<file path="src/rtl/pipeline_pkg.sv">
// ---------------------------------------------------------------------------
// pipeline_pkg
// Shared definitions for the ID/EX operand stage and the ALU:
//   - forwarding select codes driven by the hazard unit
//   - ALU select codes (5-bit) and the highest legal code
//   - bit positions inside the 4-bit control bundle
// ---------------------------------------------------------------------------
package pipeline_pkg;

   // Forwarding selects; 2'b11 is reserved and behaves like FWD_REG.
   localparam logic [1:0] FWD_REG   = 2'b00;
   localparam logic [1:0] FWD_EXMEM = 2'b01;
   localparam logic [1:0] FWD_MEMWB = 2'b10;

   // ALU select codes.
   localparam logic [4:0] ALU_ADD    = 5'b00000;
   localparam logic [4:0] ALU_SUB    = 5'b00001;
   localparam logic [4:0] ALU_AND    = 5'b00010;
   localparam logic [4:0] ALU_OR     = 5'b00011;
   localparam logic [4:0] ALU_XOR    = 5'b00100;
   localparam logic [4:0] ALU_SLL    = 5'b00101;
   localparam logic [4:0] ALU_SRL    = 5'b00110;
   localparam logic [4:0] ALU_SRA    = 5'b00111;
   localparam logic [4:0] ALU_SLT    = 5'b01000;
   localparam logic [4:0] ALU_SLTU   = 5'b01001;
   localparam logic [4:0] ALU_MUL    = 5'b01010;
   localparam logic [4:0] ALU_MULH   = 5'b01011;
   localparam logic [4:0] ALU_MULHSU = 5'b01100;
   localparam logic [4:0] ALU_MULHU  = 5'b01101;
   localparam logic [4:0] ALU_DIV    = 5'b01110;
   localparam logic [4:0] ALU_DIVU   = 5'b01111;
   localparam logic [4:0] ALU_REM    = 5'b10000;
   localparam logic [4:0] ALU_REMU   = 5'b10001;
   localparam logic [4:0] ALU_SEL_MAX = ALU_REMU;

   // Control bundle layout: {REG_WRITE, MEM_READ, MEM_WRITE, WB_SEL}.
   localparam int CTRL_W         = 4;
   localparam int CTRL_REG_WRITE = 3;
   localparam int CTRL_MEM_READ  = 2;
   localparam int CTRL_MEM_WRITE = 1;
   localparam int CTRL_WB_SEL    = 0;

endpackage

</file>
<file path="src/rtl/fwd_mux3.sv">
// ---------------------------------------------------------------------------
// fwd_mux3
// XLEN-wide 3:1 forwarding selector (purely combinational).
// Ports:
//   sel        - forwarding select (FWD_REG / FWD_EXMEM / FWD_MEMWB, 11 = reg)
//   reg_data   - operand value captured in the ID/EX register
//   exmem_data - result currently held in EX/MEM
//   memwb_data - result currently held in MEM/WB
//   fwd_data   - selected operand
// ---------------------------------------------------------------------------
module fwd_mux3
   import pipeline_pkg::*;
#(
   parameter int XLEN = 32
) (
   input  logic [1:0]      sel,
   input  logic [XLEN-1:0] reg_data,
   input  logic [XLEN-1:0] exmem_data,
   input  logic [XLEN-1:0] memwb_data,
   output logic [XLEN-1:0] fwd_data
);

   always_comb begin
      fwd_data = reg_data;
      case (sel)
         FWD_EXMEM: fwd_data = exmem_data;
         FWD_MEMWB: fwd_data = memwb_data;
         default:   fwd_data = reg_data;
      endcase
   end

endmodule

</file>
<file path="src/rtl/id_ex_operand_stage.sv">
// ---------------------------------------------------------------------------
// id_ex_operand_stage
// ID/EX pipeline register followed by the EX-side operand selection that
// feeds the ALU directly.
// Ports:
//   CLK, RESET          - rising-edge clock, asynchronous active-low reset
//   HOLD, FLUSH         - stall (keep contents) / bubble insertion, FLUSH wins
//   ID_*                - decoded instruction fields captured at end of ID
//   FWD1_SEL, FWD2_SEL  - hazard-unit forwarding selects for rs1 / rs2
//   EXMEM_RESULT,
//   MEMWB_RESULT        - results available for forwarding
//   ALU_DATA1/2, ALU_SELECT - final ALU operands and operation
//   STORE_DATA          - forwarded rs2 for the MEM stage
//   EX_RD, EX_CTRL, EX_VALID - registered destination, control, valid
//   EX_ILLEGAL          - valid entry carries an unused select code
// ---------------------------------------------------------------------------
module id_ex_operand_stage #(
   parameter int XLEN       = 32,
   parameter int SEL_W      = 5,
   parameter int REG_ADDR_W = 5
) (
   input  logic                  CLK,
   input  logic                  RESET,
   input  logic                  HOLD,
   input  logic                  FLUSH,
   input  logic                  ID_VALID,
   input  logic [XLEN-1:0]       ID_RS1_DATA,
   input  logic [XLEN-1:0]       ID_RS2_DATA,
   input  logic [XLEN-1:0]       ID_IMM,
   input  logic [XLEN-1:0]       ID_PC,
   input  logic [SEL_W-1:0]      ID_SELECT,
   input  logic [REG_ADDR_W-1:0] ID_RD,
   input  logic [3:0]            ID_CTRL,
   input  logic                  ID_IMM_SEL,
   input  logic                  ID_PC_SEL,
   input  logic [1:0]            FWD1_SEL,
   input  logic [1:0]            FWD2_SEL,
   input  logic [XLEN-1:0]       EXMEM_RESULT,
   input  logic [XLEN-1:0]       MEMWB_RESULT,
   output logic [XLEN-1:0]       ALU_DATA1,
   output logic [XLEN-1:0]       ALU_DATA2,
   output logic [SEL_W-1:0]      ALU_SELECT,
   output logic [XLEN-1:0]       STORE_DATA,
   output logic [REG_ADDR_W-1:0] EX_RD,
   output logic [3:0]            EX_CTRL,
   output logic                  EX_VALID,
   output logic                  EX_ILLEGAL
);

   import pipeline_pkg::*;

   logic                  vld_p1;
   logic [XLEN-1:0]       rs1_p1;
   logic [XLEN-1:0]       rs2_p1;
   logic [XLEN-1:0]       imm_p1;
   logic [XLEN-1:0]       pc_p1;
   logic [SEL_W-1:0]      sel_p1;
   logic [REG_ADDR_W-1:0] rd_p1;
   logic [3:0]            ctrl_p1;
   logic                  imm_sel_p1;
   logic                  pc_sel_p1;

   logic [XLEN-1:0]       fwd_rs1;
   logic [XLEN-1:0]       fwd_rs2;

   // ---- ID -> EX boundary: pipeline register ------------------------------
   // A bubble only needs its control side cleared; the data words are
   // don't-care once VALID/CTRL are zero, so they load as usual.
   always_ff @(posedge CLK or negedge RESET) begin
      if (!RESET) begin
         vld_p1     <= 1'b0;
         rs1_p1     <= '0;
         rs2_p1     <= '0;
         imm_p1     <= '0;
         pc_p1      <= '0;
         sel_p1     <= '0;
         rd_p1      <= '0;
         ctrl_p1    <= '0;
         imm_sel_p1 <= 1'b0;
         pc_sel_p1  <= 1'b0;
      end else if (FLUSH) begin
         vld_p1     <= 1'b0;
         sel_p1     <= SEL_W'(ALU_ADD);
         rd_p1      <= '0;
         ctrl_p1    <= '0;
         imm_sel_p1 <= 1'b0;
         pc_sel_p1  <= 1'b0;
         rs1_p1     <= ID_RS1_DATA;
         rs2_p1     <= ID_RS2_DATA;
         imm_p1     <= ID_IMM;
         pc_p1      <= ID_PC;
      end else if (!HOLD) begin
         vld_p1     <= ID_VALID;
         rs1_p1     <= ID_RS1_DATA;
         rs2_p1     <= ID_RS2_DATA;
         imm_p1     <= ID_IMM;
         pc_p1      <= ID_PC;
         sel_p1     <= ID_SELECT;
         rd_p1      <= ID_RD;
         // An invalid slot must never write back or touch memory.
         ctrl_p1    <= ID_VALID ? ID_CTRL : 4'b0000;
         imm_sel_p1 <= ID_IMM_SEL;
         pc_sel_p1  <= ID_PC_SEL;
      end
   end

   // ---- EX: combinational forwarding and operand selection ----------------
   fwd_mux3 #(.XLEN(XLEN)) u_fwd_rs1 (
      .sel        (FWD1_SEL),
      .reg_data   (rs1_p1),
      .exmem_data (EXMEM_RESULT),
      .memwb_data (MEMWB_RESULT),
      .fwd_data   (fwd_rs1)
   );

   fwd_mux3 #(.XLEN(XLEN)) u_fwd_rs2 (
      .sel        (FWD2_SEL),
      .reg_data   (rs2_p1),
      .exmem_data (EXMEM_RESULT),
      .memwb_data (MEMWB_RESULT),
      .fwd_data   (fwd_rs2)
   );

   assign ALU_DATA1  = pc_sel_p1  ? pc_p1  : fwd_rs1;
   assign ALU_DATA2  = imm_sel_p1 ? imm_p1 : fwd_rs2;
   // Stores always need the real rs2 value, even when DATA2 carries the offset.
   assign STORE_DATA = fwd_rs2;
   assign ALU_SELECT = sel_p1;
   assign EX_RD      = rd_p1;
   assign EX_CTRL    = ctrl_p1;
   assign EX_VALID   = vld_p1;
   assign EX_ILLEGAL = vld_p1 && (sel_p1 > SEL_W'(ALU_SEL_MAX));

endmodule

</file>
<file path="config.mk">
export PLATFORM = sky130hd
export DESIGN_NAME = id_ex_operand_stage
export DESIGN_NICKNAME = d
export VERILOG_FILES = /design/src/rtl/pipeline_pkg.sv /design/src/rtl/fwd_mux3.sv /design/src/rtl/id_ex_operand_stage.sv
export SDC_FILE = /design/constraint.sdc
export NUM_CORES = 1
export LEC_CHECK = 0
export BUFFER_PORTS_ARGS = -buffer_cell sky130_fd_sc_hd__buf_4
export CORE_MARGIN = 3
export CORE_UTILIZATION = 53
export CTS_CLUSTER_DIAMETER = 30
export DETAILED_ROUTE_END_ITERATION = 16
export PLACE_DENSITY_LB_ADDON = 0.2
export SETUP_SLACK_MARGIN = 0.4
export SKIP_CTS_REPAIR_TIMING = 1
export SLEW_MARGIN = 30
export SYNTH_ARGS = -nofsm -noshare
export SYNTH_HDL_FRONTEND = slang
export SYNTH_SLANG_ARGS = --single-unit
</file>
<file path="constraint.sdc">
create_clock -name CLK -period 2.45 [get_ports CLK]
set_input_delay 0.245 -clock CLK [delete_from_list [all_inputs] [get_ports CLK]]
set_output_delay 0.245 -clock CLK [all_outputs]
set_load 0.1 [all_outputs]
</file>
==> results.tsv <==
stage	metric	value	unit
layout	antenna_cells	0	
route	wire_per_inst	26.8	um
setup_path	critPathCaptureType	primary output	
timing	rsz0062_at_grt	true	
floorplanning	io-pin-count	329	
pwr	power_leakage	6.03	nW
layout	drive_gt1_share	65.3	%
synth	synth_seq_cells	145	
synth	synth-edff-count	0	
pwr	finalPower	9.67	mW
global_routing	grt_start_max_net_pins	77	
synth	synth_mux_area_share	25.3	%
synth	yosys.area_share.simple	10.9	%
route	initialDrtViolationCount	620	
route	viasPerCell	6.20	
global_routing	grt_pass1_wl	42.9	mm
layout	syn_to_final_growth	59.3	%
timing	clock-skew-final	0	ps
run_status	status	completed	
place	placed_cell_area	11800	um2
timing	setup_viol	0	
synth	syn_area_per_cell	12.0	um2
route	highest_layer	met4	
clock_network	cts_buffer_depth	2	
floorplanning	die_w	129	um
setup_path	rrSetupSlack	1300	ps
synth	synth_top_family_by_area	multiplexers	
timing	setup_tns	0	ps
clock_network	htreeDepth	4	
synth	ys.warnings.count	0	
route	wl_met3	2.79	mm
setup_path	crit_arrival	2040	ps
synth	yosysSeqAreaShare	45.3	%
layout	design_area	12800	um2
route	drt-total-wl	31.9	mm
synth	netlist_area	8010	um2
setup_path	cp.required	2200	ps
synth	synthCells	668	
setup_path	slowest_stage	a221oi_1	
pwr	vdd_drop_max	0.605	mV
setup_path	r2r_start	pc_sel_p1	
place	place.gp.congestion	0.970	
synth	synth_compound_area_share	13.4	%
timing	finalHoldViolCount	0	
pwr	power.density	758	nW/um2
setup_path	cp_common_cell	buf_4	
route	wl_met1	11.9	mm
floorplanning	coreArea	14600	um2
clock_network	root_buffer	clkbuf_16	
route	ant_nets	0	
synth	synthAdderAreaFrac	0.625	%
clock_network	clock_sinks	145	
clock_network	tritoncts	built	
hold_path	hold_path.class	input pin to flip-flop	
setup_path	crit_family	compound AO/OA/AOI/OAI gates	
clock_network	clk_latency	430	ps
flow_run	cap_violations	0	
floorplanning	dieArea	16600	um2
global_routing	grt_pass1_vias	7494	
setup_path	slowest_delay	660	ps
synth	synth_xor_area_share	0	%
timing	finalCritPeriodShare	93.2	%
timing	tightest_slew	951	ps
route	firstDrtPassIters	5	
synth	syn-num-nets	889	
synth	ys_types	20	
timing	drv_slew	0	
place	numPortBuffers	328	
global_routing	grt_overflow	0	
clock_network	path_clk_slew	60	ps
timing	timing.fmax	438	MHz
layout	fill_cells	632	
global_routing	antenna_found_initial	0	
route	drc_errors	0	
hold_path	hp-start	ID_RS2_DATA[30]	
synth	async_flop_share	100	%
global_routing	grt_util_all_layers	33.9	%
timing	period_needed	2280	ps
route	wl_met2	15.8	mm
setup_path	crit_type	input pin to primary output	
floorplanning	rows	44	
clock_network	cts-buffers-inserted	17	
setup_path	path_max_fanout	23	
synth	ys.flop_type	dfrtp_1	
setup_path	path_cells	buf_4 -> inv_2 -> ha_4 -> clkbuf_16 -> a221oi_1 -> o31ai_4 -> buf_4	
timing	slew_headroom	36.6	%
floorplanning	die_h	129	um
floorplanning	start_util	54.7	%
place	dp_hpwl	20.7	mm
layout	final_nets	1216	
route	num_vias	7385	
setup_path	critPathLaunchType	input pin	
setup_path	path_buf_inv	4	
setup_path	setup.worst_path.start	FWD2_SEL[0]	
layout	final_core_util	87.1	%
flip-flops by register name, summed over array words and instances (netlist names):
register and count:
EX_RD 5, pc_sel_p1 1, rs2_p1 32, pc_p1 32, EX_CTRL 4, imm_p1 32
EX_VALID 1, ALU_SELECT 5, rs1_p1 32, imm_sel_p1 1
layout make-up:
cell class	count	area [um2]	share of cell area [%]
Tap cell	184	230	1.81
Clock buffer	18	439	3.44
Sequential cell	145	3640	28.5
Timing Repair Buffer	366	3100	24.3
Multi-Input combinational cell	460	5210	40.8
Inverter	5	18.8	0.147
Clock inverter	14	119	0.932
per-layer routing:
layer	vias to the layer above	track usage (%)
met1	3675	43.7
met5	-	0
met2	492	53.8
met3	117	10.1
met4	0	14.1
li1	3101	-
report_power, final:
part / switching (mW) / internal [mW] / total (mW)
clock: 1.16 / 1.36 / 2.52
combinational: 2.98 / 1.42 / 4.39
sequential: 0.166 / 2.59 / 2.76
worst register-to-register path, delay by kind of cell, from the launching register on:
| family | cells | cell delay [ps] |
|---|---|---|
| buf+inv | 1 | 210 |
| simple gates | 1 | 80 |
| mux | 1 | 180 |
| flops | 1 | 560 |
layout by cell type (no fill, tap or decap), types with 2 or more instances in the layout:
master / n
buf_4: 312
dfrtp_1: 143
mux2_4: 120
nand2_1: 68
o31ai_4: 63
a221oi_1: 59
buf_6: 34
nor2_2: 32
nor2b_1: 31
nor2b_4: 19
clkbuf_16: 18
buf_12: 14
nor2b_2: 13
mux2i_1: 13
nor2_1: 13
mux2_1: 8
inv_6: 8
a221oi_2: 4
nand3b_1: 4
a21oi_1: 4
buf_8: 4
inv_1: 3
inv_2: 2
ha_4: 2
ha_1: 2
clkinv_4: 2
clkinvlp_4: 2
dfrtp_4: 2
cell usage after synthesis (5+ instances only):
| cell | instances | share of area (%) |
|---|---|---|
| a221oi_1 | 64 | 7.0 |
| buf_2 | 13 | 0.81 |
| buf_6 | 15 | 2.1 |
| clkbuf_1 | 30 | 1.4 |
| dfrtp_1 | 145 | 45 |
| inv_1 | 5 | 0.23 |
| mux2_1 | 8 | 1.1 |
| mux2_4 | 120 | 23 |
| mux2i_1 | 13 | 1.6 |
| nand2_1 | 68 | 3.2 |
| nor2_1 | 45 | 2.1 |
| nor2b_1 | 63 | 4.9 |
| o31ai_1 | 63 | 5.9 |
cell families (layout without fill, tap and decap cells):
| group | after synthesis | after routing |
|---|---|---|
| adder cells (fa/ha/maj) | 4 | 4 |
| AND/OR/NAND/NOR | 182 | 182 |
| multiplexers | 141 | 141 |
| AO/OA/AOI/OAI | 133 | 133 |
| flip-flops | 145 | 145 |
| buffers and inverters | 63 | 403 |
metrics by stage:
| stage | hold slack [ps] | setup WS, ps | cells |
|---|---|---|---|
| after floorplan | -50.6 | 404 | 668 |
| after global placement | 326 | 250 | 1147 |
| after detailed placement | 342 | 191 | 1147 |
| after CTS | -110 | 56.1 | 1179 |
| after global routing | 27.7 | 133 | 1192 |
| final | 34.5 | 166 | 1192 |
final timing paths:
path                           endpoint  cells past startpoint
max in group asynchronous      pc_p1[2]                      3
min                          rs2_p1[30]                      2
min in group asynchronous     rs2_p1[0]                      2
max                        ALU_DATA2[2]                      7
max reg2reg                   pc_sel_p1                      3
min reg2reg                   rs1_p1[1]                      1
Power figures use the tool's default switching activity.
